## src/rtl/req_pending_tracker_pkg.sv

```systemverilog
// Shared types and round-robin helpers for the request pending tracker.
package req_pending_tracker_pkg;

    typedef enum logic [1:0] {IDLE, SEL, OFFER} state_t;

    // Helpers operate on a fixed maximum width; callers zero-extend narrower vectors.
    localparam int MAX_REQ = 16;
    localparam int MAX_W   = 4;

    // First set bit at or after ptr, wrapping at n, returned one-hot.
    function automatic logic [MAX_REQ-1:0] rr_onehot(input logic [MAX_REQ-1:0] pend,
                                                     input int ptr, input int n);
        logic [MAX_REQ-1:0] r;
        logic               found;
        int                 idx;
        r     = '0;
        found = 1'b0;
        for (int k = 0; k < MAX_REQ; k++) begin
            if (k < n) begin
                idx = ptr + k;
                if (idx >= n) idx = idx - n;
                if (!found && pend[idx[MAX_W-1:0]]) begin
                    r[idx[MAX_W-1:0]] = 1'b1;
                    found = 1'b1;
                end
            end
        end
        return r;
    endfunction

    function automatic int onehot_idx(input logic [MAX_REQ-1:0] oh);
        int i;
        i = 0;
        for (int k = 0; k < MAX_REQ; k++)
            if (oh[k]) i = k;
        return i;
    endfunction

endpackage

```

## src/rtl/req_pending_tracker_rr_pick.sv

```systemverilog
// Combinational round-robin pick: first pending channel at or after ptr.
module rr_pick
    import req_pending_tracker_pkg::*;
#(
    parameter int NUM_REQ = 3,
    parameter int IDX_W   = 2
) (
    input  logic [NUM_REQ-1:0] pend,
    input  logic [IDX_W-1:0]   ptr,
    output logic [NUM_REQ-1:0] onehot,
    output logic [IDX_W-1:0]   idx
);

    logic [MAX_REQ-1:0] wide;

    always_comb begin
        wide   = rr_onehot(MAX_REQ'(pend), int'(ptr), NUM_REQ);
        onehot = wide[NUM_REQ-1:0];
        idx    = IDX_W'(onehot_idx(wide));
    end

endmodule

```

## src/rtl/req_pending_tracker.sv

```systemverilog
// Sticky request capture with round-robin one-hot offer under valid/ready,
// plus overflow and stall-timeout flags.
module req_pending_tracker
    import req_pending_tracker_pkg::*;
#(
    parameter int NUM_REQ = 3,
    parameter int TMO_W   = 4,
    parameter int TMO_MAX = 15
) (
    input  logic               clk,
    input  logic               rst,
    input  logic [NUM_REQ-1:0] req_in,
    output logic [NUM_REQ-1:0] out_vec,
    output logic               out_valid,
    input  logic               out_ready,
    output logic [NUM_REQ-1:0] pend_o,
    output logic [NUM_REQ-1:0] ovf_o,
    output logic               stall_err,
    input  logic               err_clr
);

    localparam int IDX_W = (NUM_REQ > 1) ? $clog2(NUM_REQ) : 1;

    state_t             state;
    logic [NUM_REQ-1:0] pend, pick, offering, ovf_evt, pend_nxt;
    logic [IDX_W-1:0]   ptr, sel_idx, pick_idx;
    logic [TMO_W-1:0]   tmo_cnt;
    logic               hs, stall_evt;

    rr_pick #(.NUM_REQ(NUM_REQ), .IDX_W(IDX_W)) u_pick (
        .pend   (pend),
        .ptr    (ptr),
        .onehot (pick),
        .idx    (pick_idx)
    );

    assign pend_o = pend;

    always_comb begin
        hs        = out_valid && out_ready;
        // A request for the channel completing its handshake is a fresh request, not an overflow.
        offering  = out_vec & {NUM_REQ{~hs}};
        ovf_evt   = req_in & (pend | offering);
        pend_nxt  = (pend & ~((state == SEL) ? pick : '0)) | req_in;
        stall_evt = (state == OFFER) && !hs && (tmo_cnt == TMO_W'(TMO_MAX - 1));
    end

    always_ff @(posedge clk or posedge rst) begin
        if (rst) begin
            state     <= IDLE;
            pend      <= '0;
            out_vec   <= '0;
            out_valid <= 1'b0;
            ovf_o     <= '0;
            stall_err <= 1'b0;
            ptr       <= '0;
            sel_idx   <= '0;
            tmo_cnt   <= '0;
        end else begin
            pend      <= pend_nxt;
            ovf_o     <= ovf_evt | (ovf_o & ~{NUM_REQ{err_clr}});
            stall_err <= stall_evt | (stall_err & ~err_clr);
            case (state)
                IDLE: begin
                    tmo_cnt <= '0;
                    if (|pend_nxt) state <= SEL;
                end
                SEL: begin
                    sel_idx   <= pick_idx;
                    out_vec   <= pick;
                    out_valid <= 1'b1;
                    tmo_cnt   <= '0;
                    state     <= OFFER;
                end
                OFFER: begin
                    if (hs) begin
                        ptr       <= (sel_idx == IDX_W'(NUM_REQ - 1)) ? '0 : sel_idx + 1'b1;
                        out_vec   <= '0;
                        out_valid <= 1'b0;
                        tmo_cnt   <= '0;
                        state     <= (|pend_nxt) ? SEL : IDLE;
                    end else if (tmo_cnt != TMO_W'(TMO_MAX)) begin
                        tmo_cnt <= tmo_cnt + 1'b1;
                    end
                end
                default: state <= IDLE;
            endcase
        end
    end

endmodule

```

## config.mk

```make
export PLATFORM = sky130hd
export DESIGN_NAME = req_pending_tracker
export DESIGN_NICKNAME = d
export VERILOG_FILES = /design/src/rtl/req_pending_tracker_pkg.sv /design/src/rtl/req_pending_tracker_rr_pick.sv /design/src/rtl/req_pending_tracker.sv
export SDC_FILE = /design/constraint.sdc
export NUM_CORES = 1
export LEC_CHECK = 0
export CAP_MARGIN = 5
export CORE_MARGIN = 2
export CORE_UTILIZATION = 37
export CTS_CLUSTER_DIAMETER = 60
export DETAILED_ROUTE_END_ITERATION = 10
export GPL_TIMING_DRIVEN = 0
export PLACE_DENSITY = 0.62
export SLEW_MARGIN = 25
export SYNTH_ARGS = -nofsm -noshare
export SYNTH_HDL_FRONTEND = slang
export SYNTH_HIERARCHICAL = 1
export SYNTH_SLANG_ARGS = --single-unit
```

## constraint.sdc

```tcl
create_clock -name clk -period 5.4 [get_ports clk]
set_input_delay 1.08 -clock clk [delete_from_list [all_inputs] [get_ports clk]]
set_output_delay 1.08 -clock clk [all_outputs]
set_load 0.005 [all_outputs]
```

==> flow_metrics.tcl, run 1 <==
set metrics [dict create \
    die_h_um 63.9 \
    finalHoldViolCount 0 \
    synth-xor-area-share_pct 0 \
    clock_path_buffers 2 \
    root_buffer "clkbuf_4" \
    syn_nets 149 \
    seq_area_frac_synth_pct 39.5 \
    numCtsBuffers 3 \
    vias 1051 \
    crit_required_ns 5.60 \
    track_usage_pct 15.2 \
    antenna_cells 0 \
    whs_ns 0.503 \
    switching_share_pct 44.4 \
    drv_slew 0 \
    grt_pass1_wl_um 4910 \
    ir_worst_vdd_v 0.000213 \
    yosysUniqueCellTypes 45 \
    cp_cell_sequence "inv_1, ha_1, buf_2, nor2_1, a21oi_1, a211oi_2, nand2_1, o221ai_1, a41oi_4, o31a_1" \
    synth_area_leader_cell "dfrtp_1" \
    finalWeightedCongestion 0.762 \
    crit_path_end_kind "register" \
    post_cts_buffers 0 \
    timing.fmax_mhz 378 \
    p_leak_nw 0.694 \
    drive_gt1_share_pct 14.2 \
    dp_hpwl_um 2220 \
    finalSetupTns_ns 0 \
    worst_pin_slew_ns 0.807 \
    yosys_warnings 6 \
    synth_edf_count 0 \
    firstDrtPassIters 4 \
    route.detailed.drc 0 \
    setup_viol 0 \
    yosys.area.top_type_share_pct 39.5 \
    area_delta_synth_final_pct 19.2 \
    nNetsFinal 171 \
    path_max_fanout 10 \
    comb_power_share_pct 59.3 \
    synthArstFlopShare_pct 100 \
    slowest_stage "dfrtp_1" \
    die_area_um2 4090 \
    routed_wl_um 2860 \
    synth_area_um2 1330 \
    antenna_found_initial 0 \
    critPathLaunchType "register" \
    grt_pass1_vias 1062 \
    p_per_area_nw_per_um2 546 \
    synthFlopType "dfrtp_1" \
    synth_top_family_by_area "compound AO/OA/AOI/OAI gates" \
    drt_iter0_drc 54 \
    synthMuxAreaShare_pct 2.26 \
    clk_latency_ns 0.30 \
    num_rows 21 \
    switchingPower_w 0.000384 \
    cts-resized-gates 0 \
    grt_max_degree 22 \
    critPathKind "register to register" \
    synthSimpleGateAreaFrac_pct 16.6 \
    crit_arrival_ns 2.84 \
    io_pins 18 \
    syn_area_per_cell_um2 9.92 \
    hp-class "register to register" \
    via_per_inst 5.23 \
    clkPwrFrac_pct 8.7 \
    max_cap_viol_count 0 \
    fin_crit_sh_pct 48.9 \
    finalCriticalPeriod_ns 2.64 \
    synth-seq-cells 21 \
    status "finished, final reports clean" \
    dieWidth_um 63.9 \
    synth_fa_ha_area_share_pct 7.53 \
    synth_compound_area_share_pct 27.2 \
    h-tree-depth 1 \
    intPower_w 0.000481 \
    core_um2 3390 \
    cts_hold_buf 0 \
    port_buffers 17 \
    clk_pin_slew_ns 0.12 \
    cpPeakStageDelay_ns 0.46 \
    grt_overflow 0 \
    seqPwrFrac_pct 32.1 \
    grt_setup_unrepaired "no" \
    synthCells 134 \
    slew_headroom_pct 46.2 \
    skew_ns 0.00407 \
    tritoncts "done" \
    clock-sinks 21 \
    start_util_pct 39.2 \
    power_w 0.000865 \
    synthTopCellsByArea "dfrtp_1 40%, ha_1 7.5%, nand2_1 4.2%, inv_1 4.0%, o22ai_1 3.3%" \
    final_antenna_net_count 0 \
    avgRoutedWirePerCell_um 14.2 \
]
## metrics by stage
stage | instance area (um^2) | std cells | setup WS, ns | utilization (%)
floorplan | 1330 | 134 | 3.12 | -
global placement | 1560 | 197 | 2.87 | 45.9
detailed placement | 1560 | 197 | 2.77 | 45.9
CTS | 1580 | 201 | 2.75 | 46.7
global route | 1580 | 201 | 2.62 | 46.7
finish | 1580 | 201 | 2.76 | 46.7
## worst paths after layout
kind	startpoint	end	slack (ns)	cells after the start
worst min register to register	sel_idx[1]$_DFFE_PP0N_	ptr[0]$_DFFE_PP0P_	0.50	1
worst min-delay path	sel_idx[1]$_DFFE_PP0N_	ptr[0]$_DFFE_PP0P_	0.50	1
min in group asynchronous	rst	tmo_cnt[2]$_DFFE_PP0P_	1.22	2
max in group asynchronous	rst	sel_idx[1]$_DFFE_PP0N_	3.68	2
worst max register to register	ptr[1]$_DFFE_PP0P_	state[0]$_DFFE_PP0P_	2.76	10
worst max-delay path	ptr[1]$_DFFE_PP0P_	state[0]$_DFFE_PP0P_	2.76	10
## worst max-delay path, delay by kind of cell, from the launching register on
family | cells | cell delay [ns]
compound gates | 5 | 1.26
flops | 1 | 0.46
buf+inv | 2 | 0.29
fa+ha+maj | 1 | 0.27
simple gates | 2 | 0.26
## layer usage
layer	track usage, %	share of wire [%]
met5	0	0
met4	4.08	0
met3	1.94	3.1
met2	27.5	55
met1	19.0	42
## synth_stat cells, types with 2 or more instances
master	n
dfrtp_1	21
nor2_1	7
ha_1	8
o22ai_1	7
and2_1	2
a21o_1	2
buf_6	2
nand2_1	15
o21ai_0	2
nand2b_4	2
nand2b_1	2
nand3_1	4
inv_1	14
a21oi_1	8
o21ai_1	4
mux2_4	2
nand3b_1	2
a21boi_1	2
and3_1	2
## area by class of cell
class / instances / area [um^2]
sequential: 21 / 526
tap: 46 / 57.6
clock buffer: 3 / 22.5
timing repair buffer: 17 / 170
clock inverter: 1 / 5.00
inverter: 15 / 56.3
buffer: 4 / 35.0
multi-input combinational: 94 / 712
fill: 326 / 1810
## logic make-up after synthesis
family          Yosys count
simple gates             40
mux                       2
fa+ha+maj                 8
flops                    21
buf+inv                  19
compound gates           44
## state kept, by name (all words and copies together), names as in the netlist
| name | flops |
|---|---|
| state | 2 |
| sel_idx | 2 |
| stall_err | 1 |
| out_valid | 1 |
| out_vec | 3 |
| ovf_o | 3 |
| ptr | 2 |
| pend_o | 3 |
| tmo_cnt | 4 |
## cell usage in the layout (no fill, tap or decap), types with 2 or more instances in the layout
| cell type | n |
|---|---|
| a21o_1 | 2 |
| nand2_1 | 15 |
| mux2_4 | 2 |
| nand2b_1 | 2 |
| a21oi_1 | 8 |
| clkdlybuf4s50_1 | 17 |
| o21ai_0 | 2 |
| ha_1 | 8 |
| nand3b_1 | 2 |
| nand2b_4 | 2 |
| o21ai_1 | 4 |
| and2_1 | 2 |
| nand3_1 | 4 |
| o22ai_1 | 7 |
| inv_1 | 14 |
| clkbuf_4 | 4 |
| nor2_1 | 7 |
| dfrtp_1 | 21 |
| a21boi_1 | 2 |
| and3_1 | 2 |
| buf_6 | 2 |
## power groups by stage
stage	registers, W	logic, W	clock network (W)
floorplan	0.000267	0.000371	0
global placement	0.000277	0.000495	0
detailed placement	0.000281	0.000511	0
CTS	0.000277	0.000516	0.0000797
global route	0.000290	0.000560	0.0000880
finish	0.000278	0.000513	0.0000749
Power figures use the tool's default switching activity.
==> run 2, diff against run 1 <==
--- a/config.mk
+++ b/config.mk
@@ -11,7 +11,7 @@
 export CTS_CLUSTER_DIAMETER = 60
 export DETAILED_ROUTE_END_ITERATION = 10
 export GPL_TIMING_DRIVEN = 0
-export PLACE_DENSITY = 0.62
+export PLACE_DENSITY = 0.64
 export SLEW_MARGIN = 25
 export SYNTH_ARGS = -nofsm -noshare
 export SYNTH_HDL_FRONTEND = slang
==> constraint.sdc (replaced) <==
create_clock -name clk -period 2.1 [get_ports clk]
set_input_delay 0.42 -clock clk [delete_from_list [all_inputs] [get_ports clk]]
set_output_delay 0.42 -clock clk [all_outputs]
set_load 0.005 [all_outputs]
==> flow_metrics.tcl, run 2 (same netlist as run 1, synthesis figures left out) <==
set metrics [dict create \
    switching_share_pct 42.8 \
    clock_path_buffers 2 \
    antenna_found_initial 0 \
    start_util_pct 39.2 \
    r2r-end "state[0]$_DFFE_PP0P_" \
    antenna_cells 0 \
    timing.fmax_mhz 449 \
    holdPathEnd "ptr[0]$_DFFE_PP0P_" \
    finalCriticalPeriod_ns 2.23 \
    switchingPower_w 0.00114 \
    fillers 305 \
    io_pins 18 \
    hp-class "register to register" \
    routed_wl_um 2970 \
    numCtsBuffers 3 \
    area_delta_synth_final_pct 33.1 \
    core_um2 3390 \
    intPower_w 0.00153 \
    drt_iter0_drc 29 \
    dp_hpwl_um 2240 \
    finalSetupTns_ns -0.148 \
    finalWeightedCongestion 0.731 \
    grt_pass1_vias 1100 \
    r2r_setup_slack_ns -0.13 \
    whs_ns 0.509 \
    track_usage_pct 15.3 \
    critPathLaunchType "register" \
    final_antenna_net_count 0 \
    cts_hold_buf 0 \
    p_leak_nw 0.746 \
    dieWidth_um 63.9 \
    vias 1101 \
    die_area_um2 4090 \
    whs_path_depth 1 \
    grt_pass1_wl_um 4920 \
    via_per_inst 5.22 \
    ir_worst_vdd_v 0.000495 \
    mostFrequentLayoutCells "20 x dfrtp_1, 17 x clkdlybuf4s50_1, 13 x nand2_1" \
    status "finished with violations" \
    p_per_area_nw_per_um2 1510 \
    clock-sinks 21 \
    largest-register "tmo_cnt" \
    worst_pin_slew_ns 0.768 \
    rr_worst_depth 10 \
    port_buffers 17 \
    finalHoldViolCount 0 \
    die_h_um 63.9 \
    seqPwrFrac_pct 26.7 \
    crit_required_ns 2.31 \
    largest_reg_flops 4 \
    min_from "sel_idx[1]$_DFFE_PP0N_" \
    final_common_cell "dfrtp_1" \
    setup_ws_ns -0.128 \
    firstDrtPassIters 4 \
    slew_headroom_pct 48.8 \
    num_rows 21 \
    crit_arrival_ns 2.44 \
    grt_setup_unrepaired "yes" \
    path_max_fanout 7 \
    grt_max_degree 22 \
    setup_viol 2 \
    h-tree-depth 1 \
    clk_pin_slew_ns 0.11 \
    fin_crit_sh_pct 106 \
    crit_path_end_kind "register" \
    max_cap_viol_count 0 \
    tritoncts "done" \
    nNetsFinal 181 \
    avgRoutedWirePerCell_um 14.1 \
    comb_power_share_pct 66.0 \
    root_buffer "clkbuf_4" \
    drv_slew 0 \
    route.detailed.drc 0 \
    skew_ns 0.00682 \
    r2r-start "ptr[1]$_DFFE_PP0P_" \
    critPathKind "register to register" \
    power_w 0.00267 \
    clkPwrFrac_pct 7.3 \
    violations "negative setup slack" \
    drive_gt1_share_pct 30.3 \
    clk_latency_ns 0.31 \
    grt_overflow 0 \
]
[run 2: cell count changes in the layout (fill, tap and decap cells not counted), moves of 2 or more]
| cell | change |
|---|---|
| buf_4 | +10 |
| ha_1 | -4 |
| ha_2 | +2 |
| ha_4 | +2 |
| inv_1 | -2 |
| inv_2 | +2 |
| nand2_1 | -2 |
| nand2_2 | +2 |
| nor2_1 | -2 |
[run 2: worst max-delay path by stage]
stage / cells past startpoint / slack, ns / end / from
finish: 10 / -0.13 / state[0]$_DFFE_PP0P_ / ptr[1]$_DFFE_PP0P_
global route: 10 / -0.24 / state[0]$_DFFE_PP0P_ / ptr[1]$_DFFE_PP0P_
CTS: 10 / -0.11 / state[0]$_DFFE_PP0P_ / ptr[1]$_DFFE_PP0P_
detailed placement: 11 / -0.25 / state[0]$_DFFE_PP0P_ / ptr[0]$_DFFE_PP0P_
global placement: 11 / -0.20 / state[0]$_DFFE_PP0P_ / ptr[0]$_DFFE_PP0P_
floorplan: 11 / 0.005 / state[0]$_DFFE_PP0P_ / ptr[1]$_DFFE_PP0P_
[run 2: timing repair]
item,4_1_cts,5_1_grt
buffers inserted,6,5
hold endpoints to repair,0,0
gates resized for setup,14,0
setup endpoints to repair,2,3
pin swaps,6,5
[run 2: per-stage QoR]
step           utilization, %  cell area [um^2]  instances  worst slack, ns
2_1_floorplan               -              1380        134          0.00532
3_3_place_gp             47.4              1610        197           -0.201
3_5_place_dp             47.4              1610        197           -0.252
6_report                 52.2              1770        211           -0.128
4_1_cts                  51.1              1730        206           -0.109
5_1_grt                  52.2              1770        211           -0.236
[run 2: worst max-delay path, stage by stage (launching register included)]
cell	delay (ns)
dfrtp_2	0.44
buf_6	0.13
ha_4	0.17
nand2b_4	0.15
and3_4	0.18
a211oi_4	0.22
nand2_2	0.13
o21ai_2	0.18
nand3b_1	0.11
a21o_1	0.18
o31a_1	0.23
[run 2: per-layer routing]
layer  share of wire, %  global-route usage (%)  vias up
met5                  0                       0        -
met4                1.5                    5.71        0
met3                1.4                    1.58        5
met2                 54                    27.5       12
met1                 43                    18.7      545
li1                   -                       -      539
[run 2: layout make-up]
cell class / count / area [um^2] / area share, %
inverters: 15 / 56.3 / 3.18
clock buffers: 4 / 26.3 / 1.49
multi-input cells: 94 / 816 / 46.1
well taps: 46 / 57.6 / 3.25
plain buffers: 3 / 30.0 / 1.70
repair buffers: 28 / 256 / 14.5
flip-flops and latches: 21 / 527 / 29.8
[run 2: power by group through the flow]
stage	Clock [W]	Sequential [W]	Combinational, W
6_report	0.000196	0.000712	0.00176
5_1_grt	0.000223	0.000734	0.00191
4_1_cts	0.000197	0.000713	0.00166
3_5_place_dp	0	0.000731	0.00140
3_3_place_gp	0	0.000720	0.00137
2_1_floorplan	0	0.000694	0.00105
==> run 3, diff against run 2 <==
==> constraint.sdc (replaced) <==
create_clock -name clk -period 2.1 [get_ports clk]
set_input_delay 0.21 -clock clk [delete_from_list [all_inputs] [get_ports clk]]
set_output_delay 0.21 -clock clk [all_outputs]
set_load 0.005 [all_outputs]
==> results of run 3 <==
The final DEF is identical to that of run 2. Status: finished with violations: negative setup slack.
Main changes from that run: hold slack 0.509 ns -> 0.319 ns
